==> src/rtl/wb_shared_bus.sv <==
// wb_shared_bus
//   Wishbone B4 classic shared bus. Arbitrates the core instruction bus (ibus)
//   and data bus (dbus) onto NUM_SLAVES slaves selected by address decode.
//   Ownership is round-robin, and a master keeps the bus for as long as its
//   cyc stays high. Accesses that match no slave get a one-cycle error. An
//   optional timeout produces an error when a slave never responds.
//
//   Optional feature macro: WB_BUS_TIMEOUT_EN
//     defined   : a timeout counter forces err after TIMEOUT_CYCLES stalled cycles.
//     undefined : there is no counter, so a non-acking slave stalls the bus.
//
// Ports
//   wb_clk, wb_rst          bus clock, asynchronous active-high reset
//   wb_ibus_*               instruction master (read-only): adr/cyc/stb in, rdt/ack/err out
//   wb_dbus_*               data master: adr/dat/sel/we/cyc/stb in, rdt/ack/err out
//   wbs_adr/dat/sel/we      address/data/select/write-enable broadcast to every slave
//   wbs_cyc/stb             per-slave cycle and strobe
//   wbs_rdt/ack             per-slave read data (slave i at [32*i+:32]) and ack
//
// Owner FSM
//   state     | meaning
//   OWN_NONE  | bus idle; grants on the next edge any master that has cyc high
//   OWN_IBUS  | ibus owns the bus until its cyc drops
//   OWN_DBUS  | dbus owns the bus until its cyc drops
module wb_shared_bus #(
  parameter int                       NUM_SLAVES     = 4,
  parameter logic [32*NUM_SLAVES-1:0] SLAVE_BASE     = {32'h8000_0000, 32'h4000_0000,
                                                        32'h1000_0000, 32'h0000_0000},
  parameter logic [32*NUM_SLAVES-1:0] SLAVE_MASK     = {NUM_SLAVES{32'hF000_0000}},
  parameter int                       TIMEOUT_CYCLES = 255
) (
  input  logic                       wb_clk,
  input  logic                       wb_rst,
  input  logic [31:0]                wb_ibus_adr,
  input  logic                       wb_ibus_cyc,
  input  logic                       wb_ibus_stb,
  output logic [31:0]                wb_ibus_rdt,
  output logic                       wb_ibus_ack,
  output logic                       wb_ibus_err,
  input  logic [31:0]                wb_dbus_adr,
  input  logic [31:0]                wb_dbus_dat,
  input  logic [3:0]                 wb_dbus_sel,
  input  logic                       wb_dbus_we,
  input  logic                       wb_dbus_cyc,
  input  logic                       wb_dbus_stb,
  output logic [31:0]                wb_dbus_rdt,
  output logic                       wb_dbus_ack,
  output logic                       wb_dbus_err,
  output logic [31:0]                wbs_adr,
  output logic [31:0]                wbs_dat,
  output logic [3:0]                 wbs_sel,
  output logic                       wbs_we,
  output logic [NUM_SLAVES-1:0]      wbs_cyc,
  output logic [NUM_SLAVES-1:0]      wbs_stb,
  input  logic [32*NUM_SLAVES-1:0]   wbs_rdt,
  input  logic [NUM_SLAVES-1:0]      wbs_ack
);

  localparam int IW = (NUM_SLAVES > 1) ? $clog2(NUM_SLAVES) : 1;

  localparam logic [1:0] OWN_NONE = 2'd0;
  localparam logic [1:0] OWN_IBUS = 2'd1;
  localparam logic [1:0] OWN_DBUS = 2'd2;

  logic [1:0]    owner, owner_nxt;
  logic          last_dbus;

  logic          own_cyc, own_stb, own_we;
  logic [31:0]   own_adr, own_dat;
  logic [3:0]    own_sel;

  logic          hit_any;
  logic [IW-1:0] slv_idx;
  logic          ack_int, err_int;
  logic          miss_err_q;
  logic          to_fire;
  logic [31:0]   rdt_sel;

  // Owner FSM: a bus that has just been released always spends one cycle in
  // OWN_NONE before it is granted again, which gives the idle gap between owners.
  always_comb begin
    owner_nxt = owner;
    case (owner)
      OWN_NONE: begin
        if (wb_dbus_cyc && (!wb_ibus_cyc || !last_dbus))
          owner_nxt = OWN_DBUS;
        else if (wb_ibus_cyc)
          owner_nxt = OWN_IBUS;
      end
      OWN_IBUS: if (!wb_ibus_cyc) owner_nxt = OWN_NONE;
      OWN_DBUS: if (!wb_dbus_cyc) owner_nxt = OWN_NONE;
      default:  owner_nxt = OWN_NONE;
    endcase
  end

  // last_dbus = 0 means the last grant went to ibus, so dbus wins the first tie.
  always_ff @(posedge wb_clk or posedge wb_rst) begin
    if (wb_rst) begin
      owner     <= OWN_NONE;
      last_dbus <= 1'b0;
    end else begin
      owner <= owner_nxt;
      if (owner == OWN_NONE && owner_nxt != OWN_NONE)
        last_dbus <= (owner_nxt == OWN_DBUS);
    end
  end

  // Owner-side mux; ibus is a read-only master
  always_comb begin
    own_cyc = 1'b0;
    own_stb = 1'b0;
    own_we  = 1'b0;
    own_adr = '0;
    own_dat = '0;
    own_sel = '0;
    case (owner)
      OWN_IBUS: begin
        own_cyc = wb_ibus_cyc;
        own_stb = wb_ibus_stb;
        own_adr = wb_ibus_adr;
        own_sel = 4'b1111;
      end
      OWN_DBUS: begin
        own_cyc = wb_dbus_cyc;
        own_stb = wb_dbus_stb;
        own_we  = wb_dbus_we;
        own_adr = wb_dbus_adr;
        own_dat = wb_dbus_dat;
        own_sel = wb_dbus_sel;
      end
      default: ;
    endcase
  end

  assign wbs_adr = own_adr;
  assign wbs_dat = own_dat;
  assign wbs_sel = own_sel;
  assign wbs_we  = own_we;

  // Scan from the top index down so that the lowest matching slave wins.
  always_comb begin
    hit_any = 1'b0;
    slv_idx = '0;
    for (int i = NUM_SLAVES - 1; i >= 0; i--) begin
      if ((own_adr & SLAVE_MASK[32*i +: 32]) == SLAVE_BASE[32*i +: 32]) begin
        hit_any = 1'b1;
        slv_idx = i[IW-1:0];
      end
    end
  end

  always_comb begin
    wbs_cyc = '0;
    wbs_stb = '0;
    for (int i = 0; i < NUM_SLAVES; i++) begin
      if (hit_any && slv_idx == i[IW-1:0]) begin
        wbs_cyc[i] = own_cyc;
        wbs_stb[i] = own_stb & ~to_fire;
      end
    end
  end

  // A decode miss gets a single err cycle. The ~miss_err_q term keeps the
  // pulse one cycle wide even if the master is slow to drop stb.
  always_ff @(posedge wb_clk or posedge wb_rst) begin
    if (wb_rst)
      miss_err_q <= 1'b0;
    else
      miss_err_q <= own_stb & ~hit_any & ~miss_err_q;
  end

`ifdef WB_BUS_TIMEOUT_EN
  localparam int CW = $clog2(TIMEOUT_CYCLES + 1);
  logic [CW-1:0] to_cnt;

  assign to_fire = own_stb && (to_cnt == CW'(TIMEOUT_CYCLES));

  always_ff @(posedge wb_clk or posedge wb_rst) begin
    if (wb_rst)
      to_cnt <= '0;
    else if (own_stb && !ack_int && !err_int)
      to_cnt <= to_cnt + 1'b1;
    else
      to_cnt <= '0;
  end
`else
  assign to_fire = 1'b0;
`endif

  // A slave ack only counts while the owner is strobing that slave; a timeout
  // masks the ack so that ack and err are never high together.
  assign rdt_sel = hit_any ? wbs_rdt[32*slv_idx +: 32] : 32'h0;
  assign ack_int = own_stb & hit_any & wbs_ack[slv_idx] & ~to_fire;
  assign err_int = miss_err_q | to_fire;

  assign wb_ibus_ack = (owner == OWN_IBUS) & ack_int;
  assign wb_ibus_err = (owner == OWN_IBUS) & err_int;
  assign wb_ibus_rdt = (owner == OWN_IBUS) ? rdt_sel : 32'h0;
  assign wb_dbus_ack = (owner == OWN_DBUS) & ack_int;
  assign wb_dbus_err = (owner == OWN_DBUS) & err_int;
  assign wb_dbus_rdt = (owner == OWN_DBUS) ? rdt_sel : 32'h0;

endmodule
==> config.mk <==
export PLATFORM = sky130hd
export DESIGN_NAME = wb_shared_bus
export DESIGN_NICKNAME = d
export VERILOG_FILES = /design/src/rtl/wb_shared_bus.sv
export SDC_FILE = /design/constraint.sdc
export NUM_CORES = 1
export LEC_CHECK = 0
export ABC_AREA = 0
export CORE_AREA = 2 2 151 153
export CTS_CLUSTER_SIZE = 16
export DETAILED_ROUTE_END_ITERATION = 12
export DIE_AREA = 0 0 153 155
export GPL_TIMING_DRIVEN = 1
export SYNTH_ARGS = -nofsm -noshare
export SYNTH_HDL_FRONTEND = slang
export SYNTH_SLANG_ARGS = --single-unit
==> constraint.sdc <==
create_clock -name wb_clk -period 2.7 [get_ports wb_clk]
set_input_delay 0.54 -clock wb_clk [delete_from_list [all_inputs] [get_ports wb_clk]]
set_output_delay 0.54 -clock wb_clk [all_outputs]
set_load 0.03 [all_outputs]
==> impl_summary.txt, run 1 <==
----------------------------------------------------
[Run status]
  Outcome ... finished, violations left
  Violations in the final reports ... negative setup slack

[Worst setup path]
  Capturing element type of the critical path ... output port
  Max incr delay on CP ... approximately 0.4 ns
  Number of logic stages on the critical path including buffering ... 11
  Worst setup SP type ... flip-flop
  Cells traversed along the worst timing path ... inv_2, buf_4, ha_4, buf_4, and2_4, nor3_4, and2_4, buf_12, buf_16, a221o_1, buf_6
  CP Buf/Inv Count ... 6
  CP Data Required Time ... 2.16 ns
  Top cell family by delay on the critical path ... buffers and inverters
  Arrival time worst endpoint ... roughly 2.4 ns
  Largest fanout on the critical path ... 8
  Worst r2r path cells ... 7
  Crit-path slowest cell ... dfrtp_1
  Crit path kind ... flip-flop to output port

[Logic synthesis]
  Combinational family with the most area after synthesis ... compound AO/OA/AOI/OAI gates
  Synthesized area divided by synthesized cell count ... roughly 7.2 sq um
  Unique masters post-synth ... 36
  Adder-cell share of the synthesized area ... 1.63%
  Basic-gate share of the synthesized area counting and, or, nand and nor cells ... a little under a third
  Share of synthesized area spent on multiplexers ... 0%
  Proportion of register bits with asynchronous set or reset after synthesis ... 100%
  Register area share after synthesis ... 3.27%
  Summed instance area of the synthesized netlist ... 3070 sq um
  Count of flip-flops with a built-in enable after synthesis ... 0
  Post-synth top flop ... dfrtp_1
  Synth Area in Compound Gates ... 52.1%
  Synthesized Nets ... ~670
  Gate Count Post-Synth ... around 420
  Number of synthesis warnings ... 0
  Flip-flop and latch count after synthesis ... 4
  Post-synthesis share of cell area spent on xor and xnor gates ... 0.286%

[STA]
  Worst setup slack after layout ... -0.255 ns
  Final setup skew ... approximately 0.0022 ns
  Final sum of negative setup slack ... -14.99 ns
  Final setup violation count ... 71
  Final critical delay including setup and external delays ... about 3.0 ns
  Tcrit/Tclk final ... 109%
  Setup repair after global routing missed its margin ... true
  Slew margin rel. ... a little under three quarters
  Hold Violations, Final ... 0
  Pins Over Slew Limit ... 0
  Least-Margin Pin Slew ... 0.432 ns
  Maximum clock frequency ... between 300 and 400 MHz

[Die]
  Core box area ... between 20,000 and 25,000 sq um
  Chip height ... roughly 160 um
  Starting Density ... about 14%
  Area of the die ... between 20,000 and 25,000 sq um
  Width of the chip ... ~150 um
  Number of primary I/O pins ... 384
  Number of rows in the core area ... 55

[Place]
  Post-place setup slack ... -0.374 ns
  Number of buffer cells added on primary ports ... 383
  Final weighted congestion in routability-driven placement ... 0.857
  DPL Wire Length ... between 15,000 and 20,000 um

[Clock network]
  H-tree Lvls ... 1
  Number of buffers created by CTS ... 3
  Maximum clock insertion buffer count ... 2
  Clock tree root buffer cell ... clkbuf_16
  CTS Sinks ... 4
  Later-pin clock latency in the skew report ... between 0.2 and 0.25 ns
  Clock edge transition at the registers on the reported setup and hold paths ... around 0.03 ns
  Number of hold-repair buffers added at the cts stage ... 0
  TritonCTS clock tree ... yes

[Detailed routing]
  Post-route DRC ... 0
  Post-Route WL ... around 24,000 um
  DR WL/cell ... around 22 um
  Number of nets with antenna violations after detailed routing ... 0
  Number of detailed-routing iterations run before antenna repair ... 4
  Routed length on met1 ... 8790 um
  Via/cell ratio ... a little under 5
  Initial detailed-routing violation count ... 335
  Via count of the routed design ... 5,461
  Met2 layer wire length in the routed design ... around 13,000 um
  Routed length on met3 ... 1770 um
  Uppermost signal routing layer after detailed routing ... met4

[Power]
  Maximum ir drop on the vdd rail ... roughly 0.00040 V
  Power density relative to cell area ... just over 900 nW/um^2
  Leak ... approximately 3.3 nW

[Global route]
  Antenna violations before repair ... 0
  Congestion Overflow GR ... 0
  Combined global-route utilization of all metal layers ... between 15 and 20%
  Maximum number of pins on one net before global-route repair ... 40
  First-pass GRT wire length ... between 30,000 and 40,000 um
  Via count of the first global-routing pass ... approximately 5,400

[Cells and area]
  Fraction of layout cells with a size suffix above 1 ... about a third
  Filler cell count in the final layout ... approximately 2,200
  # diodes ... 0
  Most frequent cells in the layout ... clkdlybuf4s50_1, buf_4, buf_6, a221o_1, buf_12
  Final Util ... a little under 40%
  # nets final ... ~1,100
  Commonest non-fill, non-tap cell in the layout ... clkdlybuf4s50_1
  Area overhead of the layout relative to synthesis ... 181%

[Worst hold path]
  Number of stages on the worst hold path ... 1
  Hold WC Path Type ... flip-flop to flip-flop

[Job]
  Max Cap Violations ... 0

----------------------------------------------------
[stage by stage]
stage	hold slack, ns	total power, mW	cells	instance area (sq um)
floorplan	0.306	3.48	423	3070
global placement	0.430	6.22	1076	7500
detailed placement	0.444	6.22	1076	7500
CTS	0.459	7.24	1100	8100
global route	0.496	8.29	1115	8610
finish	0.458	7.92	1115	8610
[worst paths after layout]
path	startpoint	endpoint	slack (ns)
setup / recovery	owner[0]	wb_ibus_rdt[31]	-0.26
hold / removal	err_int	err_int	0.46
setup reg to reg	owner[0]	err_int	0.79
hold reg to reg	err_int	err_int	0.46
max in group asynchronous	wb_rst	owner[1]	2.04
min in group asynchronous	wb_rst	err_int	0.50
[final cells by class]
class	instances	area [sq um]	area share, %
Clock buffer	3	75.1	0.872
Inverter	4	15.0	0.174
Multi-Input combinational cell	360	2880	33.5
Sequential cell	4	100	1.16
Tap cell	285	357	4.14
Timing Repair Buffer	459	5180	60.2
[state kept, by name (all words and copies together), names as in the netlist]
name / cells
err_int: 1
last_dbus: 1
owner: 2
[power by group]
group	leakage [nW]	switching, mW	internal [mW]
clock network	0.0370	0.0423	0.189
registers	0.0513	0.0186	0.0829
logic	3.21	3.92	3.67
[worst register-to-register path, cell delays in order (launching register included)]
cell and delay, ns:
dfrtp_1 0.41, inv_2 0.09, ha_4 0.20, buf_4 0.30, a22oi_1 0.14, buf_4 0.17, nand2b_1 0.21, a211oi_1 0.28
[layer usage]
layer	vias up	GRT usage [%]
li1	2472	-
met1	2610	18.7
met2	333	34.7
met3	46	3.51
met4	0	4.50
met5	-	0
[cells in the mapped netlist, types with 2 or more instances]
| library cell | n | area share (%) |
|---|---|---|
| buf_6 | 16 | 5.9 |
| clkbuf_1 | 23 | 2.8 |
| nor2_1 | 9 | 1.1 |
| a22o_1 | 2 | 0.57 |
| inv_1 | 4 | 0.49 |
| a22oi_1 | 30 | 7.3 |
| buf_2 | 16 | 2.6 |
| ha_1 | 4 | 1.6 |
| nand2_1 | 5 | 0.61 |
| o21ai_0 | 4 | 0.65 |
| a21oi_1 | 9 | 1.5 |
| a22oi_2 | 3 | 1.2 |
| and2_1 | 40 | 8.2 |
| nand4_1 | 2 | 0.41 |
| a22o_4 | 2 | 1.1 |
| a221o_1 | 64 | 21 |
| nand3_1 | 65 | 11 |
| dfrtp_1 | 4 | 3.3 |
| nor3_1 | 2 | 0.33 |
| and3_1 | 4 | 0.82 |
| a21boi_0 | 65 | 16 |
| nor2b_1 | 36 | 7.3 |
[what timing repair did]
action | in CTS | in global routing
setup endpoints to repair | 105 | 106
gates cloned | 5 | 8
gates resized for setup | 102 | 90
pin swaps | 39 | 44
setup buffers | 16 | 7
[logic make-up (layout without fill, tap and decap cells)]
group | after synthesis | in the layout
compound gates | 186 | 186
simple gates | 169 | 169
buf+inv | 59 | 466
fa+ha+maj | 4 | 4
flops | 4 | 4
xor+xnor | 1 | 1
Note: power is estimated with default switching activity, not from simulation.
==> run 2: changes to the inputs <==
--- a/config.mk
+++ b/config.mk
@@ -6,10 +6,10 @@
 export NUM_CORES = 1
 export LEC_CHECK = 0
 export ABC_AREA = 0
-export CORE_AREA = 2 2 151 153
+export CORE_AREA = 3 3 148 150
 export CTS_CLUSTER_SIZE = 16
 export DETAILED_ROUTE_END_ITERATION = 12
-export DIE_AREA = 0 0 153 155
+export DIE_AREA = 0 0 151 153
 export GPL_TIMING_DRIVEN = 1
 export SYNTH_ARGS = -nofsm -noshare
 export SYNTH_HDL_FRONTEND = slang
==> run 2 against run 1 <==
Compared with the run above:
- the flow still finishes with violations (negative setup slack)
- sequential share of layout area down 0.077 points
- power up 7.3%
- wire length up 5.0%
- combinational power up 7.6%
- sequential cell count unchanged
- die area down 2.6%
- non-clock buffer count up 18
- highest routed layer unchanged
==> impl_summary.txt, run 2 (same netlist as run 1, synthesis figures left out) <==
----------------------------------------------------
[Clock network]
  TritonCTS clock tree ... yes (unchanged)
  Number of buffers created by CTS ... 3 (unchanged)
  Clock tree root buffer cell ... clkbuf_16 (unchanged)
  Later-pin clock latency in the skew report ... 0.23 ns (was 0.22 ns)
  H-tree Lvls ... 1 (unchanged)
  Maximum clock insertion buffer count ... 2 (unchanged)
  CTS Sinks ... 4 (unchanged)
  Clock edge transition at the registers on the reported setup and hold paths ... 0.03 ns (about the same)

[Cells and area]
  Area overhead of the layout relative to synthesis ... 201% (was 181%)
  # diodes ... 0 (unchanged)
  # nets final ... 1,093 (was 1,075)
  Flip-flop count of the largest register, all copies and words added ... 2 (unchanged)
  Commonest non-fill, non-tap cell in the layout ... clkdlybuf4s50_1 (unchanged)
  Fraction of layout cells with a size suffix above 1 ... 37.0% (was 32.4%)
  Filler-free cell count of the finished design ... 1,123 (was 1,115)
  Register ranked first by flip-flop count ... owner (unchanged)
  Final Util ... 44.2% (was 38.7%)
  Most frequent cells in the layout ... clkdlybuf4s50_1, buf_4, buf_6, a221o_1, buf_12 (unchanged)
  Filler cell count in the final layout ... 2,019 (was 2,246)
  Final non-filler cell area ... 9210 sq um (was 8610 sq um)

[STA]
  Pins Over Slew Limit ... 0 (unchanged)
  Maximum clock frequency ... 323 MHz (was 338 MHz)
  Final setup violation count ... 70 (was 71)
  Post-Route Hold Slack ... 0.487 ns (was 0.458 ns)
  Final critical delay including setup and external delays ... 3.09 ns (was 2.96 ns)
  Hold Violations, Final ... 0 (unchanged)
  Tcrit/Tclk final ... 115% (was 109%)
  Worst setup slack after layout ... -0.394 ns (was -0.255 ns)
  Final setup skew ... 0.00482 ns (was 0.00222 ns)
  Slew margin rel. ... 76.5% (was 70.9%)
  Setup repair after global routing missed its margin ... true (unchanged)
  Final sum of negative setup slack ... -19.90 ns (was -14.99 ns)
  Least-Margin Pin Slew ... 0.351 ns (was 0.432 ns)

[Worst setup path]
  Capturing element type of the critical path ... output port (unchanged)
  Crit path kind ... flip-flop to output port (unchanged)
  Top cell family by delay on the critical path ... compound AO/OA/AOI/OAI gates (was buffers and inverters)
  CP Data Required Time ... 2.16 ns (about the same)
  Largest fanout on the critical path ... 6 (was 8)
  Max incr delay on CP ... 0.42 ns (was 0.40 ns)
  CP Buf/Inv Count ... 6 (unchanged)
  Arrival time worst endpoint ... 2.55 ns (was 2.42 ns)
  Crit-path slowest cell ... dfrtp_1 (unchanged)
  Cells traversed along the worst timing path ... inv_2, ha_4, buf_6, a22o_4, buf_6, a21oi_4, buf_12, buf_8, nand3_4, a21boi_2, a221o_1, buf_12 (was inv_2, buf_4, ha_4, buf_4, and2_4, nor3_4, and2_4, buf_12, buf_16, a221o_1, buf_6)
  Worst setup SP type ... flip-flop (unchanged)

[Global route]
  Antenna violations before repair ... 0 (unchanged)
  Congestion Overflow GR ... 0 (unchanged)
  First-pass GRT wire length ... 33,900 um (was 32,300 um)
  Maximum number of pins on one net before global-route repair ... 43 (was 40)
  Combined global-route utilization of all metal layers ... 19.1% (was 17.5%)
  Via count of the first global-routing pass ... 5,563 (was 5,435)

[Place]
  Post-place setup slack ... -0.415 ns (was -0.374 ns)
  Total placed instance area ... 7550 sq um (was 7500 sq um)
  Number of buffer cells added on primary ports ... 383 (unchanged)
  Post-placement cell count ... 1,070 (was 1,076)
  DPL Wire Length ... 17,100 um (was 16,800 um)
  Final weighted congestion in routability-driven placement ... 0.806 (was 0.857)

[Die]
  Chip height ... 153 um (was 155 um)
  Number of primary I/O pins ... 384 (unchanged)
  Starting Density ... 14.7% (was 13.8%)
  Core box area ... 20,800 sq um (was 22,200 sq um)
  Number of rows in the core area ... 53 (was 55)
  Width of the chip ... 151 um (was 153 um)
  Area of the die ... 23,100 sq um (was 23,700 sq um)

[Power]
  Maximum ir drop on the vdd rail ... 0.000419 V (was 0.000396 V)
  P_int ... 4.35 mW (was 3.94 mW)
  Clock network fraction of total power ... 2.7% (was 2.9%)
  Leak ... 3.71 nW (was 3.30 nW)
  Power density relative to cell area ... 923 nW/um^2 (was 921 nW/um^2)
  Combinational share of power ... 96.0% (was 95.8%)
  Power spent charging and discharging nets ... 4.16 mW (was 3.98 mW)
  Switching share of power ... 48.9% (was 50.2%)
  Part of the total power dissipated in sequential elements ... 1.2% (was 1.3%)
  Post-route total power ... 8.50 mW (was 7.92 mW)

[Detailed routing]
  Initial detailed-routing violation count ... 258 (was 335)
  Number of detailed-routing iterations run before antenna repair ... 4 (unchanged)
  Via/cell ratio ... 4.91 (was 4.90)
  Post-Route WL ... 25,700 um (was 24,500 um)
  DR WL/cell ... 22.9 um (was 22.0 um)
  Post-route DRC ... 0 (unchanged)
  Number of nets with antenna violations after detailed routing ... 0 (unchanged)
  Via count of the routed design ... 5,519 (was 5,461)

[Run status]
  Violations in the final reports ... negative setup slack (unchanged)
  Outcome ... finished, violations left (unchanged)

[Worst hold path]
  Hold WC Path Type ... flip-flop to flip-flop (unchanged)

[Job]
  Max Cap Violations ... 0 (unchanged)

----------------------------------------------------
==> run 2: cell types whose count changed in the layout (fill, tap and decap cells not counted), sizes merged <==
cell | before | now
dlygate4sd2 | 9 | 5
dlymetal6s2s | 3 | 19
bufbuf | 0 | 2
buf | 200 | 213
clkdlybuf4s50 | 241 | 232
==> run 2: routing by layer <==
| metal | track usage, % | routed length, um |
|---|---|---|
| met1 | 21.0 | 9420 |
| met2 | 37.3 | 13800 |
| met3 | 3.62 | 1940 |
| met4 | 4.40 | 557 |
| met5 | 0 | 0 |
==> run 2: final cells by class <==
| type | instances | area [sq um] | area share [%] |
|---|---|---|---|
| clock buffer | 3 | 75.1 | 0.815 |
| timing repair buffer | 477 | 5570 | 60.4 |
| inverter | 4 | 15.0 | 0.163 |
| sequential | 4 | 100 | 1.09 |
| tap | 275 | 344 | 3.73 |
| multi-input combinational | 360 | 3110 | 33.8 |
==> run 2: timing repair <==
action,in CTS,in global routing
cloned,10,7
buffers inserted,20,20
setup endpoints to repair,123,115
hold buffers,0,0
gates resized for setup,164,113
pin swaps,60,51
==> run 2: power groups by stage <==
| stage | clock network (mW) | registers [mW] | logic (mW) |
|---|---|---|---|
| 6_report | 0.234 | 0.106 | 8.17 |
| 5_1_grt | 0.241 | 0.108 | 8.54 |
| 4_1_cts | 0.236 | 0.105 | 7.51 |
| 3_5_place_dp | 0 | 0.103 | 6.19 |
| 3_3_place_gp | 0 | 0.104 | 6.18 |
| 2_1_floorplan | 0 | 0.0962 | 3.38 |
==> run 2: path summary, 6_finish.rpt <==
path	from	end	slack (ns)	cells past startpoint
max	owner[0]	wb_dbus_rdt[25]	-0.39	12
min	err_int	err_int	0.49	1
max reg2reg	owner[1]	last_dbus	0.50	11
min reg2reg	err_int	err_int	0.49	1
max in group asynchronous	wb_rst	owner[1]	2.03	2
min in group asynchronous	wb_rst	last_dbus	0.52	2
==> run 2: worst register-to-register path, delay by kind of cell, from the launching register on <==
| family | cells | cell delay (ns) |
|---|---|---|
| fa+ha+maj | 1 | 0.20 |
| compound gates | 5 | 0.74 |
| flops | 1 | 0.41 |
| buf+inv | 5 | 0.75 |
==> run 3: changes to the inputs <==
==> constraint.sdc (replaced) <==
create_clock -name wb_clk -period 2.8 [get_ports wb_clk]
set_input_delay 0.56 -clock wb_clk [delete_from_list [all_inputs] [get_ports wb_clk]]
set_output_delay 0.56 -clock wb_clk [all_outputs]
set_load 0.03 [all_outputs]
==> run 3 against run 2 <==
Compared with the run above:
- the flow still finishes with violations (negative setup slack)
- sequential cell count did not move
- first-iteration DRC count increased by 6.6%
- sequential share of layout area up 0.11 points
- largest cell class unchanged
- count of clock-buffer cells in the layout is the same
- worst setup slack better by 0.18 ns
- critical endpoint is now wb_ibus_ack
==> impl_summary.txt, run 3 (same netlist as run 1, synthesis figures left out) <==
----------------------------------------------------
[Cells and area]
  Register ranked first by flip-flop count ... owner (unchanged)
  Area overhead of the layout relative to synthesis ... 177% (was 201%)
  Filler cell count in the final layout ... 2,102 (was 2,019)
  # nets final ... 1,099 (was 1,093)
  Filler-free cell count of the finished design ... 1,129 (was 1,123)
  Fraction of layout cells with a size suffix above 1 ... 34.2% (was 37.0%)
  # diodes ... 0 (unchanged)
  Flip-flop count of the largest register, all copies and words added ... 2 (unchanged)
  Commonest non-fill, non-tap cell in the layout ... clkdlybuf4s50_1 (unchanged)
  Most frequent cells in the layout ... clkdlybuf4s50_1, buf_4, a221o_1, buf_6, nand3_1 (was clkdlybuf4s50_1, buf_4, buf_6, a221o_1, buf_12)

[Global route]
  Via count of the first global-routing pass ... 5,244 (was 5,563)
  First-pass GRT wire length ... 30,300 um (was 33,900 um)
  Antenna violations before repair ... 0 (unchanged)
  Congestion Overflow GR ... 0 (unchanged)
  Combined global-route utilization of all metal layers ... 16.8% (was 19.1%)
  Maximum number of pins on one net before global-route repair ... 57 (was 43)

[Worst setup path]
  CP Buf/Inv Count ... 6 (unchanged)
  Arrival time worst endpoint ... 2.46 ns (was 2.55 ns)
  Capturing element type of the critical path ... output port (unchanged)
  Crit path kind ... flip-flop to output port (unchanged)
  Worst setup SP type ... flip-flop (unchanged)
  Max incr delay on CP ... 0.39 ns (was 0.42 ns)
  CP Data Required Time ... 2.24 ns (was 2.16 ns)
  Cells traversed along the worst timing path ... inv_2, buf_4, ha_4, buf_4, buf_4, nand2_1, a211o_1, a2111oi_4, buf_4, nor2_2, buf_12 (was inv_2, ha_4, buf_6, a22o_4, buf_6, a21oi_4, buf_12, buf_8, nand3_4, a21boi_2, a221o_1, buf_12)
  Top cell family by delay on the critical path ... buffers and inverters (was compound AO/OA/AOI/OAI gates)
  Crit-path slowest cell ... dfrtp_2 (was dfrtp_1)
  Most prevalent standard cell on the critical path ... buf_4
  Largest fanout on the critical path ... 7 (was 6)

[Clock network]
  TritonCTS clock tree ... yes (unchanged)
  Clock edge transition at the registers on the reported setup and hold paths ... 0.03 ns (about the same)
  CTS Sinks ... 4 (unchanged)
  Number of buffers created by CTS ... 3 (unchanged)
  Clock tree root buffer cell ... clkbuf_16 (unchanged)
  Number of hold-repair buffers added at the cts stage ... 0 (unchanged)
  Maximum clock insertion buffer count ... 2 (unchanged)
  Later-pin clock latency in the skew report ... 0.22 ns (was 0.23 ns)
  H-tree Lvls ... 1 (unchanged)

[STA]
  Setup repair after global routing missed its margin ... true (unchanged)
  Final setup violation count ... 68 (was 70)
  Final setup skew ... 0.00219 ns (was 0.00482 ns)
  Maximum clock frequency ... roughly 330 MHz
  Tcrit/Tclk final ... 108%
  Worst setup slack after layout ... -0.217 ns (was -0.394 ns)
  Least-Margin Pin Slew ... 0.470 ns (was 0.351 ns)
  Slew margin rel. ... 68.4% (was 76.5%)
  Hold Violations, Final ... 0 (unchanged)
  Pins Over Slew Limit ... 0 (unchanged)
  Final critical delay including setup and external delays ... 3.02 ns

[Die]
  Width of the chip ... 151 um (unchanged)
  Number of rows in the core area ... 53 (unchanged)
  Number of primary I/O pins ... 384 (unchanged)
  Area of the die ... 23,100 sq um (unchanged)
  Chip height ... 153 um (unchanged)
  Starting Density ... 14.7% (unchanged)
  Core box area ... 20,800 sq um (unchanged)

[Power]
  Post-route total power ... 7.45 mW (was 8.50 mW)
  Leak ... 3.32 nW (was 3.71 nW)
  Power density relative to cell area ... 877 nW/um^2 (was 923 nW/um^2)
  Maximum ir drop on the vdd rail ... 0.000378 V (was 0.000419 V)

[Place]
  Post-placement cell count ... 1,086 (was 1,070)
  Final weighted congestion in routability-driven placement ... 0.850 (was 0.806)
  Number of buffer cells added on primary ports ... 383 (unchanged)
  DPL Wire Length ... 17,000 um (was 17,100 um)

[Detailed routing]
  Post-route DRC ... 0 (unchanged)
  Number of detailed-routing iterations run before antenna repair ... 5 (was 4)
  Initial detailed-routing violation count ... 275 (was 258)
  Number of nets with antenna violations after detailed routing ... 0 (unchanged)
  DR WL/cell ... 20.5 um (was 22.9 um)
  Via/cell ratio ... 4.74 (was 4.91)
  Post-Route WL ... 23,100 um (was 25,700 um)
  Via count of the routed design ... 5,356 (was 5,519)

[Run status]
  Outcome ... finished, violations left (unchanged)
  Violations in the final reports ... negative setup slack (unchanged)

[Worst hold path]
  Hold WC Path Type ... flip-flop to flip-flop (unchanged)

[Job]
  Max Cap Violations ... 0 (unchanged)

----------------------------------------------------
[run 3: cell count changes in the layout (fill, tap and decap cells not counted), sizes merged]
cell           previous run  this run
buf                     213       240
clkdlybuf4s50           232       230
dlygate4sd2               5         8
bufbuf                    2         0
dlymetal6s2s             19         0
clkbuf                    9         8
[run 3: cell type report]
cell class	instances	area [sq um]	area share, %
clock buffers	3	75.1	0.883
inverters	4	15.0	0.177
multi-input cells	360	2800	33.0
flip-flops and latches	4	101	1.19
well taps	275	344	4.05
repair buffers	483	5160	60.7
[run 3: final timing paths]
path                               start     endpoint  slack (ns)  depth (start not counted)
max in group asynchronous         wb_rst     owner[0]        2.10                          2
worst max register to register  owner[1]    last_dbus        0.65                         11
worst min-delay path             err_int      err_int        0.51                          1
worst min register to register   err_int      err_int        0.51                          1
worst max-delay path            owner[0]  wb_ibus_ack       -0.22                         11
min in group asynchronous         wb_rst      err_int        0.53                          2
[run 3: where the power goes]
group	switching (mW)	internal, mW	total, mW	leakage (nW)
logic	3.62	3.52	7.14	3.24
registers	0.0187	0.0811	0.0998	0.0500
clock network	0.0367	0.182	0.219	0.0370
total	3.67	3.78	7.45	3.32
[run 3: worst register-to-register path, stage by stage, from the launching register on]
cell,delay (ns)
dfrtp_1,0.38
inv_2,0.11
ha_4,0.21
buf_6,0.13
buf_4,0.10
buf_4,0.15
buf_4,0.30
a22o_1,0.21
o21ai_0,0.09
a21oi_1,0.19
a21oi_1,0.09
a21oi_1,0.12
[run 3: metrics by stage]
stage / setup WS [ns] / util, % / setup TNS, ns / hold slack [ns] / area (sq um)
6_report: -0.217 / 40.8 / -8.15 / 0.511 / 8500
5_1_grt: -0.317 / 40.8 / -14.19 / 0.537 / 8500
4_1_cts: -0.208 / 39.4 / -8.36 / 0.507 / 8210
3_5_place_dp: -0.396 / 36.1 / -19.25 / 0.500 / 7510
3_3_place_gp: -0.366 / 36.1 / -18.17 / 0.490 / 7510
2_1_floorplan: 0.0478 / - / 0 / 0.326 / 3070
[run 3: layer usage]
| layer | track usage, % | vias up | part of all wire [%] |
|---|---|---|---|
| met5 | 0 | - | 0 |
| li1 | - | 2526 | - |
| met4 | 2.37 | 0 | 1.3 |
| met3 | 3.14 | 21 | 7.7 |
| met2 | 34.0 | 278 | 54 |
| met1 | 18.0 | 2531 | 37 |
[run 3: repair_timing]
action	in CTS	in global routing
setup endpoints to repair	68	76
pin swaps	47	42
gates resized for setup	120	41
buffers inserted	18	15
cloned	5	5
